===== src/rtl/probe_conditioner.sv =====
// Probe pin conditioning: synchroniser, hysteretic deglitch integrator,
// edge pulses and a no-activity "stuck" flag for the X/Y probe channels.

module probe_conditioner_chan #(
  parameter int SYNC_STAGES  = 2,
  parameter int FILTER_WIDTH = 4,
  parameter int INVERT       = 0,
  parameter int STUCK_EXP    = 20
) (
  input  logic clk,
  input  logic rst_n,
  input  logic cg,
  input  logic pin,
  output logic lvl,
  output logic pulse,
  output logic stuck
);

  localparam logic [FILTER_WIDTH-1:0] FMAX = '1;
  localparam logic [FILTER_WIDTH-1:0] FMIN = '0;
  localparam logic [STUCK_EXP-1:0]    SMAX = '1;
  localparam logic                    INV  = (INVERT != 0);

  logic [SYNC_STAGES-1:0]  sync_q;
  logic [FILTER_WIDTH-1:0] cnt_q;
  logic [FILTER_WIDTH-1:0] cnt_d;
  logic [STUCK_EXP-1:0]    idle_q;
  logic                    s;
  logic                    lvl_d;
  logic                    chg;

  always_ff @(posedge clk) begin
    if (!rst_n) begin
      sync_q <= '0;
    end else begin
      sync_q <= {sync_q[SYNC_STAGES-2:0], pin};
    end
  end

  assign s = sync_q[SYNC_STAGES-1] ^ INV;

  // Saturating integrator; the level only moves at the rails.
  always_comb begin
    cnt_d = cnt_q;
    if (s) begin
      if (cnt_q != FMAX) cnt_d = cnt_q + 1'b1;
    end else begin
      if (cnt_q != FMIN) cnt_d = cnt_q - 1'b1;
    end
    lvl_d = lvl;
    if (cnt_d == FMAX) lvl_d = 1'b1;
    else if (cnt_d == FMIN) lvl_d = 1'b0;
  end

  assign chg = (lvl_d != lvl);

  always_ff @(posedge clk) begin
    if (!rst_n) begin
      cnt_q  <= '0;
      lvl    <= 1'b0;
      pulse  <= 1'b0;
      idle_q <= '0;
    end else if (cg) begin
      cnt_q <= cnt_d;
      lvl   <= lvl_d;
      pulse <= chg;
      if (chg) idle_q <= '0;
      else if (idle_q != SMAX) idle_q <= idle_q + 1'b1;
    end else begin
      pulse <= 1'b0;
    end
  end

  assign stuck = (idle_q == SMAX);

endmodule

module probe_conditioner #(
  parameter int SYNC_STAGES  = 2,
  parameter int FILTER_WIDTH = 4,
  parameter int INVERT_X     = 0,
  parameter int INVERT_Y     = 0,
  parameter int STUCK_EXP    = 20
) (
  input  logic i_clk,
  input  logic i_rst_n,
  input  logic i_cg,
  input  logic i_x,
  input  logic i_y,
  output logic o_x,
  output logic o_y,
  output logic o_xEdge,
  output logic o_yEdge,
  output logic o_xStuck,
  output logic o_yStuck
);

  probe_conditioner_chan #(
    .SYNC_STAGES (SYNC_STAGES),
    .FILTER_WIDTH(FILTER_WIDTH),
    .INVERT      (INVERT_X),
    .STUCK_EXP   (STUCK_EXP)
  ) u_x (
    .clk  (i_clk),
    .rst_n(i_rst_n),
    .cg   (i_cg),
    .pin  (i_x),
    .lvl  (o_x),
    .pulse(o_xEdge),
    .stuck(o_xStuck)
  );

  probe_conditioner_chan #(
    .SYNC_STAGES (SYNC_STAGES),
    .FILTER_WIDTH(FILTER_WIDTH),
    .INVERT      (INVERT_Y),
    .STUCK_EXP   (STUCK_EXP)
  ) u_y (
    .clk  (i_clk),
    .rst_n(i_rst_n),
    .cg   (i_cg),
    .pin  (i_y),
    .lvl  (o_y),
    .pulse(o_yEdge),
    .stuck(o_yStuck)
  );

endmodule


===== config.mk =====
export PLATFORM = sky130hd
export DESIGN_NAME = probe_conditioner
export DESIGN_NICKNAME = d
export VERILOG_FILES = /design/src/rtl/probe_conditioner.sv
export SDC_FILE = /design/constraint.sdc
export NUM_CORES = 1
export LEC_CHECK = 0
export CAP_MARGIN = 25
export CORE_MARGIN = 2
export CORE_UTILIZATION = 60
export CTS_CLUSTER_SIZE = 10
export DETAILED_ROUTE_END_ITERATION = 8
export GPL_ROUTABILITY_DRIVEN = 0
export PLACE_DENSITY = 0.79
export SETUP_SLACK_MARGIN = 0.02
export SYNTH_ARGS = -nofsm -noshare
export SYNTH_HDL_FRONTEND = slang
export SYNTH_SLANG_ARGS = --single-unit

===== constraint.sdc =====
create_clock -name i_clk -period 4.1 [get_ports i_clk]
set_input_delay 0.82 -clock i_clk [delete_from_list [all_inputs] [get_ports i_clk]]
set_output_delay 0.82 -clock i_clk [all_outputs]
set_load 0.005 [all_outputs]

==> results.tsv, run 1 <==
stage	metric	value	unit
synth	main flop type after synthesis	dfxtp_1	
clocking	CTS Buf Count	5	
sta	RSZ-0062 raised after global routing	no	
clocking	Post-CTS Setup Bufs	0	
floorplan	die width	77.58	µm
synth	Mapped Nets	405	
layout	layout cells sized above 1	7.888	%
hold_path	WHS Path Cells	1	
route	Met2 Wirelength	3.184	mm
clocking	worst-skew pair later-pin latency	0.31	ns
hold_path	Hold Path Origin	u_x.sync_q[0]	
synth	Yosys top cell area share	34.51	%
setup_path	Critical Path Start Type	flop	
layout	most frequent cells in the layout	56 x dfxtp_1, 30 x nor2_1, 28 x a21oi_1	
route	met3 routed WL	242	µm
route	1st-pass router iterations	5	
global_route	vias in the first global route	2673	
sta	Slew Limit Fails	0	
floorplan	Starting Density	62.80	%
power_and_ir_drop	Clock power frac	24.4	%
floorplan	# rows	26	
sta	Final Skew	0.004754	ns
setup_path	CP cell instances	and4_1 > nand4_1 > nor4_1 > clkdlybuf4s50_1	
sta	post-route clock period utilization	80.64	%
route	Total Wirelength	6.737	mm
setup_path	WP data arrival	2.49	ns
setup_path	FF-to-FF Start	u_x.cnt_q[0]	
sta	Final Hold Vio Count	0	
setup_path	R2R Path End	u_x.idle_q[11]	
floorplan	Die Y	77.58	µm
global_route	grt ovf	0	
place	HPWL Detailed	4.679	mm
route	Post-Route M1 WL	3.247	mm
clocking	H-tree depth	2	
floorplan	DIE AREA	0.006018	mm²
power_and_ir_drop	sw frac	32.19	%
route	Avg WL per Cell	14.55	µm
floorplan	Core ar.	0.005172	mm²
sta	maximum clock rate	302.5	MHz
layout	fill count	415	
route	initial drt markers	182	
layout	commonest non-fill, non-tap cell in the layout	dfxtp_1	
clocking	Worst-path clk slew	0.10	ns
synth	Post-Synthesis Cell Area	0.003248	mm²
run_status	status	complete, no violations	
layout	Layout Nets	403	
route	post-route ant nets	0	
setup_path	Worst setup EP type	output pin	
clocking	clk sink count	56	
setup_path	reg2reg path depth	9	
job	max-cap viol count	0	
synth	#FFs+latches synth	56	
sta	Worst-Margin Slew	0.6780	ns
sta	minimum clock period	3.306	ns
sta	Rel. slew slack	54.38	%
power_and_ir_drop	Net Switching	0.0004150	W
setup_path	reg2reg setup slack	0.98	ns
global_route	number of antenna violations at the first check in global routing	0	
route	Vias	2921	
place	port bufs	10	
setup_path	CP top delay family	simple AND/OR/NAND/NOR gates	
synth	area leader, netlist	dfxtp_1	
setup_path	CP Max Fanout	6	
synth	ys async rst share	0	%
global_route	GRT Overall Usage	23.66	%
layout	Syn-to-layout area delta	5.393	%
hold_path	HP Class	reg2reg	
sta	final setup violation count	0	
synth	largest cells by area after synthesis	dfxtp_1 35%, a21oi_1 4.3%, nand3_1 3.7%, nor2_1 3.5%, nand4_1 3.3%	
route	average via count per standard cell	6.309	
power_and_ir_drop	Worst VDD drop	0.4183	mV
synth	Synth cell types	70	
setup_path	crit path kind	reg2out	
setup_path	CP max stage cell	nor4_1	
clocking	Post-CTS Hold Fix Bufs	0	
hold_path	Hold EP	u_x.sync_q[1]	
layout	post-route cell area	0.003423	mm²
clocking	number of gates resized after CTS	0	
global_route	pin count of the biggest net entering global routing	26	
place	placed cell areas	0.003333	mm²
sta	Hold Slack	0.4436	ns
setup_path	Critical Path RT	3.28	ns
power_and_ir_drop	Reg power frac	47.9	%
route	DR top layer	met4	
synth	Warnings, synthesis	0	
layout	Reg area	0.001121	mm²
setup_path	WP buf/inv	1	
power_and_ir_drop	Total Power	0.001289	W
clocking	CTS Root Cell	clkbuf_8	
synth	post-synthesis sequential area ratio	34.51	%
setup_path	slowest cell delay on critical path	0.65	ns
layout	number of diodes	0	
clocking	Longest Clk Path Bufs	2	
layout	area of the multi-input gates	0.001946	mm²
route	DR DRC count	0	
sta	setup total negative slack	0	ns
power_and_ir_drop	Internal Power	0.0008743	W
synth	Post-Synthesis Cells	394	
clocking	CTS tree	yes	
synth	Post-synth EDFFs	0	
power_and_ir_drop	PD cells	376.6	mW/mm²
power_and_ir_drop	Gate power share	27.7	%
global_route	first-pass GRT wire length	11.89	mm
power_and_ir_drop	Static Leak	1.149	nW
floorplan	IO Count	11	
synth	mean area per synthesized cell	8.244	µm²
worst reg2reg max path, delay by kind of cell (launching register included):
kind	cells	cell delay, ns
buf+inv	1	0.14
flops	1	0.46
mux	2	0.43
fa+ha+maj	1	0.30
compound gates	3	0.82
simple gates	2	0.90
routing by layer:
layer	up-vias	track usage (%)
li1	1458	-
met1	1399	31.72
met2	58	39.22
met3	6	3.953
met4	0	6.964
met5	-	0
layout make-up:
| type | count | area share, % |
|---|---|---|
| timing repair buffer | 13 | 3.582 |
| inverter | 15 | 1.645 |
| sequential | 56 | 32.75 |
| multi-input combinational | 301 | 56.83 |
| clock buffer | 8 | 2.632 |
| tap | 70 | 2.558 |
sequential cells by signal, summed over array words and instances (netlist names):
| register | flops |
|---|---|
| u_y.lvl | 1 |
| u_x.lvl | 1 |
| u_y.cnt_q | 4 |
| u_x.pulse | 1 |
| u_y.pulse | 1 |
| u_y.sync_q | 2 |
| u_x.idle_q | 20 |
| u_y.idle_q | 20 |
| u_x.cnt_q | 4 |
| u_x.sync_q | 2 |
worst max path at each step:
stage,start,endpoint,slack [ns],depth (start not counted)
floorplan,u_y.cnt_q[0],u_y.idle_q[8],1.21,9
global placement,i_cg,u_y.idle_q[19],1.11,6
detailed placement,i_cg,u_y.idle_q[19],0.98,6
CTS,u_x.idle_q[3],o_xStuck,0.80,4
global route,u_y.idle_q[3],o_yStuck,0.63,5
finish,u_x.idle_q[3],o_xStuck,0.79,4
power by group through the flow:
stage | sequential [W] | combinational (W) | clock [W]
detailed placement | 0.000628 | 0.000352 | 0
finish | 0.000617 | 0.000357 | 0.000315
floorplan | 0.000605 | 0.000308 | 0
global route | 0.000624 | 0.000395 | 0.000347
CTS | 0.000616 | 0.000353 | 0.000319
global placement | 0.000626 | 0.000341 | 0
kinds of logic after synthesis:
| kind of cell | Yosys count | share of synthesized area [%] |
|---|---|---|
| mux | 8 | 2.889 |
| compound gates | 89 | 18.41 |
| buf+inv | 37 | 5.585 |
| fa+ha+maj | 6 | 2.311 |
| xor+xnor | 13 | 3.505 |
| flops | 56 | 34.51 |
| simple gates | 185 | 32.78 |
through the flow:
step	setup slack, ns	util (%)	std cells
2_1_floorplan	1.215	-	394
3_3_place_gp	1.115	64.44	455
3_5_place_dp	0.9756	64.44	455
4_1_cts	0.8035	66.18	463
5_1_grt	0.6271	66.18	463
6_report	0.7937	66.18	463
cell usage after synthesis, types with 4 or more instances:
cell,n
dfxtp_1,56
a21oi_1,28
nand2_1,26
and3_1,7
xor2_1,8
and2_1,9
clkbuf_1,15
nor2_1,30
xnor2_1,5
ha_1,6
nand2b_1,4
nor3_1,9
nor2b_1,7
o21ai_0,16
o31ai_1,11
mux2i_1,6
or3_1,14
buf_6,5
nand3_1,24
or4_1,13
inv_1,15
nand4_1,17
No activity file was read; power rests on OpenSTA's default activity.
==> run 2, diff against run 1 <==
--- a/config.mk
+++ b/config.mk
@@ -7,11 +7,11 @@
 export LEC_CHECK = 0
 export CAP_MARGIN = 25
 export CORE_MARGIN = 2
-export CORE_UTILIZATION = 60
+export CORE_UTILIZATION = 55
 export CTS_CLUSTER_SIZE = 10
 export DETAILED_ROUTE_END_ITERATION = 8
 export GPL_ROUTABILITY_DRIVEN = 0
-export PLACE_DENSITY = 0.79
+export PLACE_DENSITY = 0.77
 export SETUP_SLACK_MARGIN = 0.02
 export SYNTH_ARGS = -nofsm -noshare
 export SYNTH_HDL_FRONTEND = slang
==> constraint.sdc (replaced) <==
create_clock -name i_clk -period 2.9 [get_ports i_clk]
set_input_delay 0.58 -clock i_clk [delete_from_list [all_inputs] [get_ports i_clk]]
set_output_delay 0.58 -clock i_clk [all_outputs]
set_load 0.005 [all_outputs]
==> run 2 against run 1 <==
Against the previous run: worst setup slack got worse by 0.69 ns; worst hold slack about the same; critical path type is now reg2reg; cell area rose by 7.6%; clock-buffer cell count fell by 2; clock power is 43% higher.
==> results.tsv, run 2 (synthesized netlist as in run 1, its figures left out) <==
stage	metric	value	unit	change
run_status	status	complete, no violations		unchanged
setup_path	Worst setup EP type	flop		was output pin
place	placed cell areas	0.003480	mm²	was 0.003333 mm²
power_and_ir_drop	Reg power frac	44.5	%	was 47.9%
sta	post-route clock period utilization	96.27	%	
power_and_ir_drop	Static Leak	1.287	nW	was 1.149 nW
clocking	H-tree depth	2		unchanged
floorplan	DIE AREA	0.006537	mm²	was 0.006018 mm²
clocking	Worst-path clk slew	0.10	ns	about the same
power_and_ir_drop	Worst VDD drop	0.3771	mV	was 0.4183 mV
setup_path	Setup crit start	u_y.cnt_q[0]		was u_x.idle_q[3]
layout	Layout Nets	427		was 403
setup_path	crit path kind	reg2reg		was reg2out
layout	Largest regs	u_x.idle_q x20, u_y.idle_q x20		unchanged
sta	Final Skew	0.007706	ns	was 0.004754 ns
sta	Worst-Margin Slew	0.4974	ns	was 0.6780 ns
power_and_ir_drop	Gate power share	32.4	%	was 27.7%
route	Avg WL per Cell	15.07	µm	was 14.55 µm
power_and_ir_drop	sw frac	32.12	%	was 32.19%
route	initial drt markers	186		was 182
setup_path	CP Max Fanout	13		was 6
setup_path	WP data arrival	3.05	ns	was 2.49 ns
global_route	pin count of the biggest net entering global routing	26		unchanged
place	HPWL Detailed	4.969	mm	was 4.679 mm
power_and_ir_drop	PD cells	527.5	mW/mm²	was 376.6 mW/mm²
sta	Hold Slack	0.4434	ns	was 0.4436 ns
setup_path	CP max stage cell	or4_4		was nor4_1
setup_path	FF-to-FF Start	u_y.cnt_q[0]		was u_x.cnt_q[0]
layout	Syn-to-layout area delta	13.44	%	was 5.393%
clocking	worst-skew pair later-pin latency	0.32	ns	was 0.31 ns
clocking	CTS Root Cell	clkbuf_8		unchanged
clocking	CTS tree	yes		unchanged
sta	Final Hold Vio Count	0		unchanged
sta	RSZ-0062 raised after global routing	yes		was no
global_route	first-pass GRT wire length	12.05	mm	was 11.89 mm
setup_path	CP cell instances	ha_1 > and2b_4 > mux4_2 > or4_4 > and3_4 > or4_1 > a21oi_1		was and4_1 > nand4_1 > nor4_1 > clkdlybuf4s50_1
power_and_ir_drop	Internal Power	0.001319	W	was 0.0008743 W
global_route	grt ovf	0		unchanged
hold_path	Hold Path Origin	u_y.sync_q[0]		was u_x.sync_q[0]
layout	commonest non-fill, non-tap cell in the layout	dfxtp_1		unchanged
clocking	Longest Clk Path Bufs	2		unchanged
clocking	clk sink count	56		unchanged
sta	Slew Limit Fails	0		unchanged
route	DR DRC count	0		unchanged
route	Vias	3089		was 2,921
layout	number of diodes	0		unchanged
sta	final setup violation count	0		unchanged
global_route	GRT Overall Usage	23.27	%	was 23.66%
floorplan	Core ar.	0.005608	mm²	was 0.005172 mm²
route	1st-pass router iterations	5		unchanged
sta	maximum clock rate	358.2	MHz	
power_and_ir_drop	Net Switching	0.0006242	W	was 0.0004150 W
global_route	vias in the first global route	2754		was 2,673
setup_path	slowest cell delay on critical path	0.57	ns	was 0.65 ns
layout	post-route cell area	0.003685	mm²	was 0.003423 mm²
power_and_ir_drop	Clock power frac	23.2	%	was 24.4%
floorplan	Starting Density	57.92	%	was 62.80%
layout	layout cells sized above 1	18.23	%	was 7.888%
sta	Rel. slew slack	66.58	%	was 54.38%
setup_path	WP buf/inv	0		was 1
floorplan	Die Y	80.85	µm	was 77.58 µm
route	post-route ant nets	0		unchanged
floorplan	die width	80.85	µm	was 77.58 µm
route	average via count per standard cell	6.317		was 6.309
setup_path	Critical Path Start Type	flop		unchanged
floorplan	IO Count	11		unchanged
hold_path	HP Class	reg2reg		unchanged
job	max-cap viol count	0		unchanged
floorplan	# rows	27		was 26
place	port bufs	10		unchanged
global_route	number of antenna violations at the first check in global routing	0		unchanged
setup_path	CP top delay family	simple AND/OR/NAND/NOR gates		unchanged
clocking	CTS Buf Count	5		unchanged
sta	minimum clock period	2.792	ns	
setup_path	Critical Path RT	3.16	ns	was 3.28 ns
layout	most frequent cells in the layout	49 x dfxtp_1, 30 x nor2_1, 28 x a21oi_1		was 56 x dfxtp_1, 30 x nor2_1, 28 x a21oi_1
route	Total Wirelength	7.370	mm	was 6.737 mm
run 2: power by group through the flow:
stage | sequential, W | clock (W) | combinational [W]
2_1_floorplan | 0.000856 | 0 | 0.000436
3_3_place_gp | 0.000872 | 0 | 0.000550
3_5_place_dp | 0.000876 | 0 | 0.000566
4_1_cts | 0.000861 | 0.000460 | 0.000579
5_1_grt | 0.000871 | 0.000492 | 0.000695
6_report | 0.000864 | 0.000450 | 0.000630
run 2: routing by layer:
| metal | track usage, % | wire (µm) | up-vias |
|---|---|---|---|
| met4 | 9.322 | 150 | 0 |
| met5 | 0 | 0 | - |
| met2 | 40.66 | 3636 | 77 |
| li1 | - | - | 1507 |
| met1 | 28.19 | 3303 | 1489 |
| met3 | 4.222 | 280 | 16 |
run 2: final timing paths:
path / end / slack [ns] / depth (start not counted)
worst min register to register: u_y.sync_q[1] / 0.44 / 1
worst max-delay path: u_y.idle_q[13] / 0.11 / 7
worst max register to register: u_y.idle_q[13] / 0.11 / 7
worst min-delay path: u_y.sync_q[1] / 0.44 / 1
run 2: through the flow:
step           utilization (%)  instances    TNS [ns]  total power (W)  worst slack [ns]
6_report                 65.71        489           0         0.001944            0.1081
5_1_grt                  65.71        489  -0.0008769         0.002059        -0.0008769
4_1_cts                  63.94        484           0         0.001900           0.03856
3_5_place_dp             62.05        476    -0.02966         0.001442          -0.02966
3_3_place_gp             62.05        476           0         0.001422           0.01518
2_1_floorplan                -        394           0         0.001292           0.08816
run 2: what timing repair did:
item,CTS,global route
gates cloned,0,1
gates resized for setup,5,19
hold buffers,0,0
setup endpoints to repair,5,21
pin swaps,0,4
buffers inserted,0,4
run 2: cell type report:
class / instances / area, µm²
Clock buffer: 6 / 82.58
Timing Repair Buffer: 36 / 299.0
Sequential cell: 56 / 1130
Multi-Input combinational cell: 302 / 2017
Inverter: 15 / 56.30
Tap cell: 72 / 90.09
Fill cell: 498 / 1923
Clock inverter: 2 / 10.01
==> run 3, diff against run 2 <==
--- a/config.mk
+++ b/config.mk
@@ -6,6 +6,7 @@
 export NUM_CORES = 1
 export LEC_CHECK = 0
 export CAP_MARGIN = 25
+export CORE_ASPECT_RATIO = 1.4
 export CORE_MARGIN = 2
 export CORE_UTILIZATION = 55
 export CTS_CLUSTER_SIZE = 10
==> run 3 against run 2 <==
Against the previous run: worst setup slack is essentially flat; combinational power grew 5.6%; utilization is 1.3 points lower; sequential share of layout area shrank 0.49 points; clock skew is 0.0017 ns lower; die area grew 0.13%.
==> results.tsv, run 3 (synthesized netlist as in run 1, its figures left out) <==
stage	metric	value	unit	change
run_status	status	complete, no violations		unchanged
layout	Non-Filler Instances	489		unchanged
route	Total Wirelength	7.389	mm	was 7.370 mm
global_route	grt ovf	0		unchanged
clocking	Longest Clk Path Bufs	2		unchanged
power_and_ir_drop	Clock power frac	25.6	%	was 23.2%
clocking	H-tree depth	2		unchanged
power_and_ir_drop	Net Switching	0.0006401	W	was 0.0006242 W
place	Inst Count DP	476		unchanged
clocking	clk sink count	56		unchanged
job	max-cap viol count	0		unchanged
floorplan	Core ar.	0.005781	mm²	was 0.005608 mm²
global_route	GRT Overall Usage	23.25	%	was 23.27%
sta	minimum clock period	2.792	ns	about the same
global_route	pin count of the biggest net entering global routing	26		unchanged
global_route	first-pass GRT wire length	11.94	mm	was 12.05 mm
clocking	CTS tree	yes		unchanged
hold_path	Hold Path Origin	u_y.sync_q[0]		unchanged
layout	layout cells sized above 1	17.66	%	was 18.23%
layout	commonest non-fill, non-tap cell in the layout	dfxtp_1		unchanged
floorplan	# rows	33		was 27
floorplan	Die Y	94.93	µm	was 80.85 µm
layout	fill count	505		was 498
sta	final setup violation count	0		unchanged
sta	Slew Limit Fails	0		unchanged
floorplan	die width	68.95	µm	was 80.85 µm
floorplan	DIE AREA	0.006545	mm²	was 0.006537 mm²
hold_path	HP Class	reg2reg		unchanged
setup_path	Worst setup EP type	flop		unchanged
route	average via count per standard cell	6.200		was 6.317
setup_path	CP Max Fanout	12		was 13
layout	Layout Nets	429		was 427
power_and_ir_drop	sw frac	31.30	%	was 32.12%
floorplan	Starting Density	56.19	%	was 57.92%
layout	Syn-to-layout area delta	14.64	%	was 13.44%
setup_path	crit path kind	reg2reg		unchanged
place	placed cell areas	0.003492	mm²	was 0.003480 mm²
power_and_ir_drop	Static Leak	1.308	nW	was 1.287 nW
setup_path	R2R Path End	u_y.idle_q[13]		unchanged
place	HPWL Detailed	5.143	mm	was 4.969 mm
route	initial drt markers	91		was 186
layout	number of diodes	0		unchanged
power_and_ir_drop	Worst VDD drop	0.2999	mV	was 0.3771 mV
route	Avg WL per Cell	15.11	µm	was 15.07 µm
route	1st-pass router iterations	4		was 5
sta	RSZ-0062 raised after global routing	no		was yes
setup_path	reg2reg path depth	9		was 7
clocking	worst-skew pair later-pin latency	0.31	ns	was 0.32 ns
clocking	CTS Buf Count	5		unchanged
layout	post-route cell area	0.003724	mm²	was 0.003685 mm²
sta	Worst-Margin Slew	0.4977	ns	was 0.4974 ns
setup_path	FF-to-FF Start	u_y.cnt_q[0]		unchanged
hold_path	WHS Path Cells	1		unchanged
power_and_ir_drop	Gate power share	32.5	%	was 32.4%
sta	maximum clock rate	358.2	MHz	about the same
place	port bufs	10		unchanged
route	post-route ant nets	0		unchanged
global_route	vias in the first global route	2855		was 2,754
setup_path	WP data arrival	3.04	ns	was 3.05 ns
layout	Largest regs	u_x.idle_q x20, u_y.idle_q x20		unchanged
route	Vias	3032		was 3,089
sta	post-route clock period utilization	96.26	%	was 96.27%
sta	Final Skew	0.005982	ns	was 0.007706 ns
floorplan	IO Count	11		unchanged
sta	Rel. slew slack	66.78	%	was 66.58%
layout	most frequent cells in the layout	54 x dfxtp_1, 30 x nor2_1, 28 x buf_4		was 49 x dfxtp_1, 30 x nor2_1, 28 x a21oi_1
setup_path	reg2reg setup slack	0.11	ns	about the same
global_route	number of antenna violations at the first check in global routing	0		unchanged
clocking	Worst-path clk slew	0.10	ns	about the same
route	DR DRC count	0		unchanged
power_and_ir_drop	Reg power frac	41.9	%	was 44.5%
setup_path	Critical Path RT	3.15	ns	was 3.16 ns
sta	Final Hold Vio Count	0		unchanged
clocking	CTS Root Cell	clkbuf_8		unchanged
power_and_ir_drop	PD cells	549.2	mW/mm²	was 527.5 mW/mm²
hold_path	Hold EP	u_y.sync_q[1]		unchanged
setup_path	Critical Path Start Type	flop		unchanged
power_and_ir_drop	Internal Power	0.001405	W	was 0.001319 W
power_and_ir_drop	Total Power	0.002045	W	was 0.001944 W
==> run 3: layer usage <==
layer,up-vias,GRT usage (%),wire (µm)
met5,-,0,0
li1,1515,-,-
met4,0,9.641,206
met3,20,3.814,264
met2,56,41.91,3792
met1,1441,26.16,3126
==> run 3: metrics by stage <==
stage / utilization, % / hold WS [ns] / setup WS, ns / setup TNS, ns
after floorplan: - / 0.4119 / 0.08816 / 0
after global placement: 60.41 / 0.4238 / -0.01392 / -0.05051
after detailed placement: 60.41 / 0.4211 / -0.06724 / -0.2810
after CTS: 62.47 / 0.4557 / 0.01574 / 0
after global routing: 64.42 / 0.4916 / 0.005374 / 0
final: 64.42 / 0.4549 / 0.1083 / 0
==> run 3: how the worst max path moves through the flow <==
| stage | start | endpoint | slack (ns) |
|---|---|---|---|
| 2_1_floorplan | u_y.cnt_q[0] | u_y.idle_q[8] | 0.09 |
| 3_5_place_dp | u_x.cnt_q[1] | u_x.idle_q[9] | -0.07 |
| 5_1_grt | u_y.cnt_q[0] | u_y.idle_q[8] | 0.005 |
| 4_1_cts | u_x.cnt_q[1] | u_x.idle_q[9] | 0.02 |
| 6_report | u_y.cnt_q[0] | u_y.idle_q[13] | 0.11 |
| 3_3_place_gp | u_x.cnt_q[1] | u_x.idle_q[9] | -0.01 |
==> run 3: power by group through the flow <==
stage	clock network, W	logic [W]	registers (W)
5_1_grt	0.000563	0.000730	0.000864
2_1_floorplan	0	0.000436	0.000856
4_1_cts	0.000536	0.000609	0.000852
6_report	0.000523	0.000665	0.000857
3_3_place_gp	0	0.000580	0.000867
3_5_place_dp	0	0.000605	0.000870
==> run 3: area by class of cell <==
type	count	area [µm²]	area share (%)
multi-input cells	302	2034	54.64
flip-flops and latches	56	1124	30.17
repair buffers	38	310.3	8.333
well taps	70	87.58	2.352
clock buffers	6	72.57	1.949
inverters	15	56.30	1.512
clock inverters	2	38.79	1.042
==> run 3: what timing repair did <==
| action | in CTS | in global routing |
|---|---|---|
| pin swaps | 0 | 5 |
| hold buffers | 0 | 0 |
| cloned | 0 | 1 |
| gates resized for setup | 3 | 18 |
| setup buffers | 0 | 4 |
| endpoints found under the setup margin | 7 | 28 |
==> run 3: critical path, cell delays in order, from the launching register on <==
cell     delay [ns]
dfxtp_2        0.38
inv_2          0.07
ha_4           0.23
or2_2          0.28
o22a_1         0.18
a22o_1         0.21
or4_4          0.47
and3_4         0.25
or4_4          0.51
a21oi_1        0.15
